--- src/rtl/clk_divider.sv ---
// -----------------------------------------------------------------------------
// clk_divider
// Free-running baud-tick generator. A counter runs 0..DIVISOR and wraps, and
// a registered one-clock enable pulse is produced once per DIVISOR+1 clocks.
//
// Ports:
//   clk_i     - system clock, rising edge
//   resetn_i  - synchronous active-low reset (counter and tick cleared)
//   clk_en_o  - one-clock tick, high while the counter equals DIVISOR
// -----------------------------------------------------------------------------
module clk_divider #(
    parameter int unsigned DIVISOR = 7
) (
    input  logic clk_i,
    input  logic resetn_i,
    output logic clk_en_o
);

    localparam logic [15:0] DIV = 16'(DIVISOR);

    logic [15:0] cnt_q, cnt_d;
    logic        tick_q, tick_d;

    always_comb begin
        cnt_d  = (cnt_q == DIV) ? 16'd0 : cnt_q + 16'd1;
        // Registered compare one count early, so the tick register is high
        // exactly during the cycle in which the counter holds DIVISOR.
        tick_d = (cnt_q == DIV - 16'd1);
    end

    // NOTE: sequential state uses non-blocking assignments only, and the reset
    // is synchronous: it is just the highest-priority branch under the clock.
    always_ff @(posedge clk_i) begin
        if (!resetn_i) begin
            cnt_q  <= 16'd0;
            tick_q <= 1'b0;
        end else begin
            cnt_q  <= cnt_d;
            tick_q <= tick_d;
        end
    end

    assign clk_en_o = tick_q;

endmodule

--- src/rtl/uart_tx_op_top.sv ---
// -----------------------------------------------------------------------------
// uart_tx_op_top
// UART transmitter with integrated baud-tick generator. A one-cycle shoot_i in
// IDLE latches datain_i; the frame (start, 8 data LSB first, optional parity,
// stop) is then sent, one bit per baud tick, starting at the first tick after
// acceptance.
//
// Ports:
//   clk_i        - system clock, rising edge
//   resetn_i     - synchronous active-low reset; aborts any frame in flight
//   datain_i     - byte to send, sampled on the accepted shoot_i cycle
//   shoot_i      - single-cycle start request, ignored while busy
//   uart_tx_o    - registered serial line, idle high
//   uart_busy_o  - high from accept until the end of the stop bit
// -----------------------------------------------------------------------------
module uart_tx_op_top #(
    parameter int unsigned DIVISOR     = 7,
    parameter logic        VERIFY_ON   = 1'b1,
    parameter logic        VERIFY_EVEN = 1'b1
) (
    input  logic       clk_i,
    input  logic       resetn_i,
    input  logic [7:0] datain_i,
    input  logic       shoot_i,
    output logic       uart_tx_o,
    output logic       uart_busy_o
);

    typedef enum logic [2:0] {
        S_IDLE   = 3'd0,
        S_WAIT   = 3'd1,
        S_START  = 3'd2,
        S_DATA   = 3'd3,
        S_PARITY = 3'd4,
        S_STOP   = 3'd5
    } state_e;

    state_e     state_q;
    logic [7:0] shift_q;
    logic [2:0] bit_idx_q;
    logic       parity_q;
    logic       tx_q;
    logic       busy_q;
    logic       tick;

    clk_divider #(
        .DIVISOR (DIVISOR)
    ) u_div (
        .clk_i    (clk_i),
        .resetn_i (resetn_i),
        .clk_en_o (tick)
    );

    always_ff @(posedge clk_i) begin
        if (!resetn_i) begin
            state_q   <= S_IDLE;
            shift_q   <= 8'h00;
            bit_idx_q <= 3'd0;
            parity_q  <= 1'b0;
            tx_q      <= 1'b1;
            busy_q    <= 1'b0;
        end else begin
            case (state_q)
                S_IDLE: begin
                    tx_q <= 1'b1;
                    // Acceptance ignores the tick: even a coincident tick
                    // only moves us to WAIT, the start bit waits for the next.
                    if (shoot_i) begin
                        shift_q  <= datain_i;
                        parity_q <= VERIFY_EVEN ? (^datain_i) : ~(^datain_i);
                        busy_q   <= 1'b1;
                        state_q  <= S_WAIT;
                    end
                end
                S_WAIT: begin
                    if (tick) begin
                        tx_q    <= 1'b0;
                        state_q <= S_START;
                    end
                end
                S_START: begin
                    if (tick) begin
                        tx_q      <= shift_q[0];
                        shift_q   <= {1'b0, shift_q[7:1]};
                        bit_idx_q <= 3'd0;
                        state_q   <= S_DATA;
                    end
                end
                S_DATA: begin
                    // bit_idx_q counts data bits already on the line.
                    if (tick) begin
                        if (bit_idx_q == 3'd7) begin
                            if (VERIFY_ON) begin
                                tx_q    <= parity_q;
                                state_q <= S_PARITY;
                            end else begin
                                tx_q    <= 1'b1;
                                state_q <= S_STOP;
                            end
                        end else begin
                            tx_q      <= shift_q[0];
                            shift_q   <= {1'b0, shift_q[7:1]};
                            bit_idx_q <= bit_idx_q + 3'd1;
                        end
                    end
                end
                S_PARITY: begin
                    if (tick) begin
                        tx_q    <= 1'b1;
                        state_q <= S_STOP;
                    end
                end
                S_STOP: begin
                    if (tick) begin
                        busy_q  <= 1'b0;
                        state_q <= S_IDLE;
                    end
                end
                default: begin
                    tx_q    <= 1'b1;
                    busy_q  <= 1'b0;
                    state_q <= S_IDLE;
                end
            endcase
        end
    end

    assign uart_tx_o   = tx_q;
    assign uart_busy_o = busy_q;

endmodule

--- config.mk ---
export PLATFORM = sky130hd
export DESIGN_NAME = uart_tx_op_top
export DESIGN_NICKNAME = d
export VERILOG_FILES = /design/src/rtl/clk_divider.sv /design/src/rtl/uart_tx_op_top.sv
export SDC_FILE = /design/constraint.sdc
export NUM_CORES = 1
export LEC_CHECK = 0
export CAP_MARGIN = 20
export CORE_MARGIN = 3
export CORE_UTILIZATION = 40
export CTS_CLUSTER_DIAMETER = 30
export DETAILED_ROUTE_END_ITERATION = 7
export GPL_TIMING_DRIVEN = 0
export MAX_ROUTING_LAYER = met4
export PLACE_DENSITY = 0.6
export SYNTH_ARGS = -nofsm -noshare
export SYNTH_HDL_FRONTEND = slang
export SYNTH_SLANG_ARGS = --single-unit
--- constraint.sdc ---
create_clock -name clk_i -period 4.25 [get_ports clk_i]
set_input_delay 0.425 -clock clk_i [delete_from_list [all_inputs] [get_ports clk_i]]
set_output_delay 0.425 -clock clk_i [all_outputs]
set_load 0.01 [all_outputs]
==> results of run 1 <==
## layer usage
metal,share of wire,routed length [µm],track usage
met3,0.037,127,0.0526
met5,0,0,-
met1,0.44,1500,0.165
met2,0.50,1700,0.262
met4,0.021,71,0.0647
## cells by family after synthesis
family / share of synthesized area
compound gates: 0.131
xor+xnor: 0.110
fa+ha+maj: 0.0373
buf+inv: 0.0470
flops: 0.406
mux: 0.0537
simple gates: 0.216
## worst max-delay path by stage
stage,to,cells past startpoint,slack (ps),from
CTS,shift_q[3],7,2420,bit_idx_q[0]
global placement,shift_q[7],5,2390,shoot_i
floorplan,shift_q[0],7,2700,bit_idx_q[0]
detailed placement,shift_q[7],5,2340,shoot_i
finish,shift_q[5],7,2460,bit_idx_q[0]
global route,shift_q[5],7,2340,bit_idx_q[0]
## registers in the layout, summed over array words and instances (netlist names)
name / cells
u_div.cnt_q: 16
parity_q: 1
u_div.clk_en_o: 1
uart_tx_o: 1
bit_idx_q: 3
uart_busy_o: 1
state_q: 3
shift_q: 8
## power breakdown
part | leakage (nW) | switching, mW | internal [mW]
sequential | 0.277 | 0.00938 | 0.331
combinational | 0.367 | 0.0339 | 0.0348
clock | 0.0472 | 0.121 | 0.130
## critical path: cells and delay by family, from the launching register on
kind / cells / cell delay, ps
AO/OA/AOI/OAI: 2 / 560
flip-flops: 1 / 360
adder cells (fa/ha/maj): 2 / 360
AND/OR/NAND/NOR: 2 / 250
buffers and inverters: 1 / 160
## layout by cell type (no fill, tap or decap), drive strengths merged, types with 6 or more instances in the layout
master	count
dfxtp	34
xnor2	16
buf	8
clkbuf	7
nand4	6
inv	7
nor4	7
a21oi	10
mux2i	9
nor2	29
o21ai	6
nand3	6
a211oi	7
clkdlybuf4s50	12
nand2	7
## area by class of cell
class                   count  share of cell area
clock buffers               6              0.0423
well taps                  48              0.0308
repair buffers             12              0.0615
flip-flops and latches     34               0.349
clock inverters             2             0.00641
multi-input cells         137               0.470
plain buffers               9              0.0269
inverters                   7              0.0135
## metrics by stage
| step | worst slack, ps | util |
|---|---|---|
| 6_report | 2460 | 0.506 |
| 5_1_grt | 2340 | 0.506 |
| 4_1_cts | 2420 | 0.506 |
| 3_5_place_dp | 2340 | 0.482 |
| 3_3_place_gp | 2390 | 0.482 |
| 2_1_floorplan | 2700 | - |
==> results.json, run 1 <==
{
  "cp_max_fo": 9,
  "final_area_mm2": 0.00195,
  "regArea_um2": 681,
  "gp_congestion": 0.819,
  "tns_ps": 0,
  "hold_path.class": "flop to flop",
  "htreeDepth": 2,
  "nNetsFinal": 222,
  "period_needed_ps": 1790,
  "vias_per_cell": 5.33,
  "area_delta_synth_final_pct": 16.4,
  "dp.cells": 247,
  "ant_nets": 0,
  "syn_nets": 203,
  "wl_per_cell_um": 13.3,
  "timing.rr.end": "shift_q[5]",
  "syn_avg_cell_area_um2": 8.97,
  "async_flop_share": 0,
  "timing.fmax_ghz": 0.558,
  "cts_tree": "yes",
  "reg2reg_setup_slack_ps": 2460,
  "p_leak_nw": 0.691,
  "crit_path_end_kind": "flop",
  "rr_worst_depth": 7,
  "hold-path-endpoint": "u_div.cnt_q[0]",
  "fp.dieW_um": 70.7,
  "synth_cell_types": 34,
  "synthFlopType": "dfxtp_1",
  "hold_path_depth": 1,
  "dieArea_mm2": 0.00500,
  "drt_iter0_drc": 48,
  "fill_cells": 369,
  "syn-cell-area_mm2": 0.00168,
  "finalSetupViolCount": 0,
  "whs_ps": 501,
  "ys_seq_area_frac": 0.406,
  "cp-start-kind": "flop",
  "clockBufferDepth": 2,
  "root_buffer": "clkbuf_8",
  "track_usage": 0.155,
  "ir_worst_vdd_mv": 0.194,
  "slew_viol_final": 0,
  "crit_chain": "ha_1 -> ha_1 -> nand2_1 -> a32o_2 -> and2_1 -> buf_2 -> a211oi_1",
  "dp_hpwl_mm": 2.49,
  "fin_crit_sh": 0.422,
  "drive_above_1_share": 0.101,
  "ys_top_cells_by_area": "dfxtp_1 41%, xnor2_1 8.4%, nor2_1 6.5%",
  "required_ps": 4440,
  "drtPass1Iterations": 4,
  "clk_latency_ps": 290,
  "rsz0062_at_grt": "false",
  "n_antenna_cell": 0,
  "yosysWarnings": 0,
  "cts_sinks": 34,
  "finalPower_mw": 0.660,
  "relSlewSlack": 0.529,
  "fin_cells": 255,
  "initial_core_util": 0.435,
  "yosysMostFrequentCell": "dfxtp_1",
  "arrival_ps": 1980,
  "post-synth-top-area-cell": "dfxtp_1",
  "syn_inst": 187,
  "cts_made_buffers": 5,
  "crit_slowest_cell": "dfxtp_1",
  "vias": 1358,
  "path_common_cell": "ha_1",
  "synth_edf_count": 0,
  "path_clk_slew_ps": 70,
  "grt_pass1_wl_mm": 6.00,
  "post-route-drc-count": 0,
  "multi_input_area_um2": 917,
  "cts_setup_buffers": 0,
  "core_area_mm2": 0.00385,
  "finalClockSkew_ps": 6.35,
  "grt_max_degree": 12,
  "min_from": "u_div.cnt_q[0]",
  "finalHoldViolCount": 0,
  "maxCapViolCount": 0,
  "dieHeight_um": 70.7,
  "ios": 13,
  "netlist_top_cells_count": "34 x dfxtp_1, 29 x nor2_1, 16 x xnor2_1",
  "antenna_found_initial": 0,
  "place_area_mm2": 0.00186,
  "wl_mm": 3.40,
  "grt.overflow.total": 0,
  "synth_top_area_frac": 0.406,
  "ctsResizeCount": 0,
  "power_density_mw_per_mm2": 338,
  "status": "finished clean",
  "r2r-start": "bit_idx_q[0]",
  "port_buffers": 12,
  "ys_seq_elements": 34,
  "cts_hold_buf": 0,
  "worst_pin_slew_ps": 697,
  "crit_type": "flop to flop",
  "row_count": 22,
  "max_stage_delay_ps": 360,
  "grt_pass1_vias": 1364
}
No activity file was read; power rests on OpenSTA's default activity.
==> run 2: changes to the inputs <==
==> constraint.sdc (replaced) <==
create_clock -name clk_i -period 1.8 [get_ports clk_i]
set_input_delay 0.18 -clock clk_i [delete_from_list [all_inputs] [get_ports clk_i]]
set_output_delay 0.18 -clock clk_i [all_outputs]
set_load 0.01 [all_outputs]
==> run 2 against run 1 <==
Net effect: wire length rose by 2.4%; register-to-register slack got worse by 2400 ps; cell count rose by 0.39%; sequential share of layout area fell by 0.35 points; setup slack got worse by 2400 ps; combinational power rose by 150%; non-clock buffer count rose by 1; clock skew barely moved; largest cell class unchanged; highest routed layer unchanged.
==> results.json, run 2 (synthesized netlist as in run 1, its figures left out) <==
{
  "dieArea_mm2": 0.00500,
  "htreeDepth": 2,
  "path_clk_slew_ps": 70,
  "reg.largest.list": "u_div.cnt_q (16), shift_q (8)",
  "relSlewSlack": 0.537,
  "grt_pass1_wl_mm": 6.00,
  "largest_reg_flops": 16,
  "finalHoldViolCount": 0,
  "cp-start-kind": "flop",
  "cp_max_fo": 7,
  "dieHeight_um": 70.7,
  "vias_per_cell": 5.39,
  "clk_latency_ps": 290,
  "hold_path.class": "flop to flop",
  "top_register": "u_div.cnt_q",
  "grt_max_degree": 12,
  "slew_viol_final": 0,
  "post-route-drc-count": 0,
  "ant_nets": 0,
  "worst-path-buf-inv": 1,
  "path_delay_family": "compound AO/OA/AOI/OAI gates",
  "grt_pass1_vias": 1365,
  "reg2reg_setup_slack_ps": 80,
  "wl_mm": 3.49,
  "fill_cells": 367,
  "wl_per_cell_um": 13.6,
  "grt.overflow.total": 0,
  "mostFrequentLayoutCells": "34 x dfxtp_1, 29 x nor2_1, 16 x xnor2_1",
  "worst-path-stages": 7,
  "root_buffer": "clkbuf_8",
  "timing.fmax_ghz": 0.583,
  "r2r-start": "bit_idx_q[0]",
  "dp_hpwl_mm": 2.49,
  "finalSetupViolCount": 0,
  "nNetsFinal": 223,
  "rr_worst_depth": 7,
  "crit_chain": "ha_2 -> ha_1 -> nand2_1 -> a32o_2 -> and2_1 -> buf_2 -> a211oi_1",
  "setup_slack_ps": 84.7,
  "crit_type": "flop to flop",
  "track_usage": 0.155,
  "drtPass1Iterations": 4,
  "cts_hold_buf": 0,
  "crit_start": "bit_idx_q[0]",
  "max_stage_delay_ps": 360,
  "cts_tree": "yes",
  "finalClockSkew_ps": 6.12,
  "hold_path_depth": 1,
  "area_delta_synth_final_pct": 17.6,
  "finalPower_mw": 1.57,
  "p_leak_nw": 0.695,
  "core_area_mm2": 0.00385,
  "cts_sinks": 34,
  "crit_slowest_cell": "dfxtp_1",
  "ir_worst_vdd_mv": 0.460,
  "power_density_mw_per_mm2": 795,
  "maxCapViolCount": 0,
  "crit_path_end_kind": "flop",
  "row_count": 22,
  "worst_pin_slew_ps": 685,
  "cts_made_buffers": 5,
  "min_from": "u_div.cnt_q[0]",
  "period_needed_ps": 1720,
  "n_antenna_cell": 0,
  "layout_commonest_cell": "dfxtp_1",
  "drive_above_1_share": 0.120,
  "drt_iter0_drc": 57,
  "antenna_found_initial": 0,
  "final_area_mm2": 0.00197,
  "place_area_mm2": 0.00186,
  "fp.dieW_um": 70.7,
  "fin_crit_sh": 0.953,
  "clockBufferDepth": 2,
  "ios": 13,
  "port_buffers": 12,
  "arrival_ps": 1920,
  "rsz0062_at_grt": "true",
  "vias": 1379,
  "initial_core_util": 0.435,
  "post-place-ws_ps": -0.768,
  "gp_congestion": 0.819,
  "required_ps": 2000,
  "status": "finished clean"
}
[run 2: final timing paths]
check | to
max | shift_q[4]
min | u_div.cnt_q[0]
max reg2reg | shift_q[4]
min reg2reg | u_div.cnt_q[0]
[run 2: timing repair]
action	in CTS	in global routing
gates resized for setup	1	2
pin swaps	1	1
buffers inserted	0	1
endpoints found under the setup margin	2	7
gates cloned	0	0
endpoints found under the hold margin	0	0
[run 2: final cells by class]
cell class / instances / area (µm²) / share of cell area
Buffer: 9 / 52.6 / 0.0266
Clock buffer: 6 / 82.6 / 0.0419
Sequential cell: 34 / 681 / 0.345
Inverter: 7 / 26.3 / 0.0133
Multi-Input combinational cell: 137 / 930 / 0.471
Tap cell: 48 / 60.1 / 0.0305
Clock inverter: 2 / 12.5 / 0.00635
Timing Repair Buffer: 13 / 128 / 0.0647
[run 2: where the power goes]
group	total [mW]	internal (mW)	leakage (nW)	switching, mW
registers	0.803	0.781	0.277	0.0220
clock network	0.595	0.307	0.0472	0.288
logic	0.170	0.0858	0.371	0.0838
[run 2: stage by stage]
stage                     instances  TNS (ps)  utilization  hold slack (ps)
final                           256         0        0.512              501
after global routing            256      -120        0.512              548
after CTS                       255         0        0.508              503
after detailed placement        247    -0.768        0.482              483
after global placement          247         0        0.482              470
after floorplan                 187         0            -              256
[run 2: layer usage]
metal	global-route usage	routed length (µm)	share of wire	vias up
li1	-	-	-	700
met1	0.165	1570	0.45	644
met2	0.262	1700	0.49	27
met3	0.0526	140	0.040	8
met4	0.0647	71	0.020	0
met5	-	0	0	-
==> run 3: changes to the inputs <==
--- a/config.mk
+++ b/config.mk
@@ -5,7 +5,6 @@
 export SDC_FILE = /design/constraint.sdc
 export NUM_CORES = 1
 export LEC_CHECK = 0
-export CAP_MARGIN = 20
 export CORE_MARGIN = 3
 export CORE_UTILIZATION = 40
 export CTS_CLUSTER_DIAMETER = 30
==> results of run 3 <==
Same layout as run 2: the final DEF is identical, and so are final timing and power.
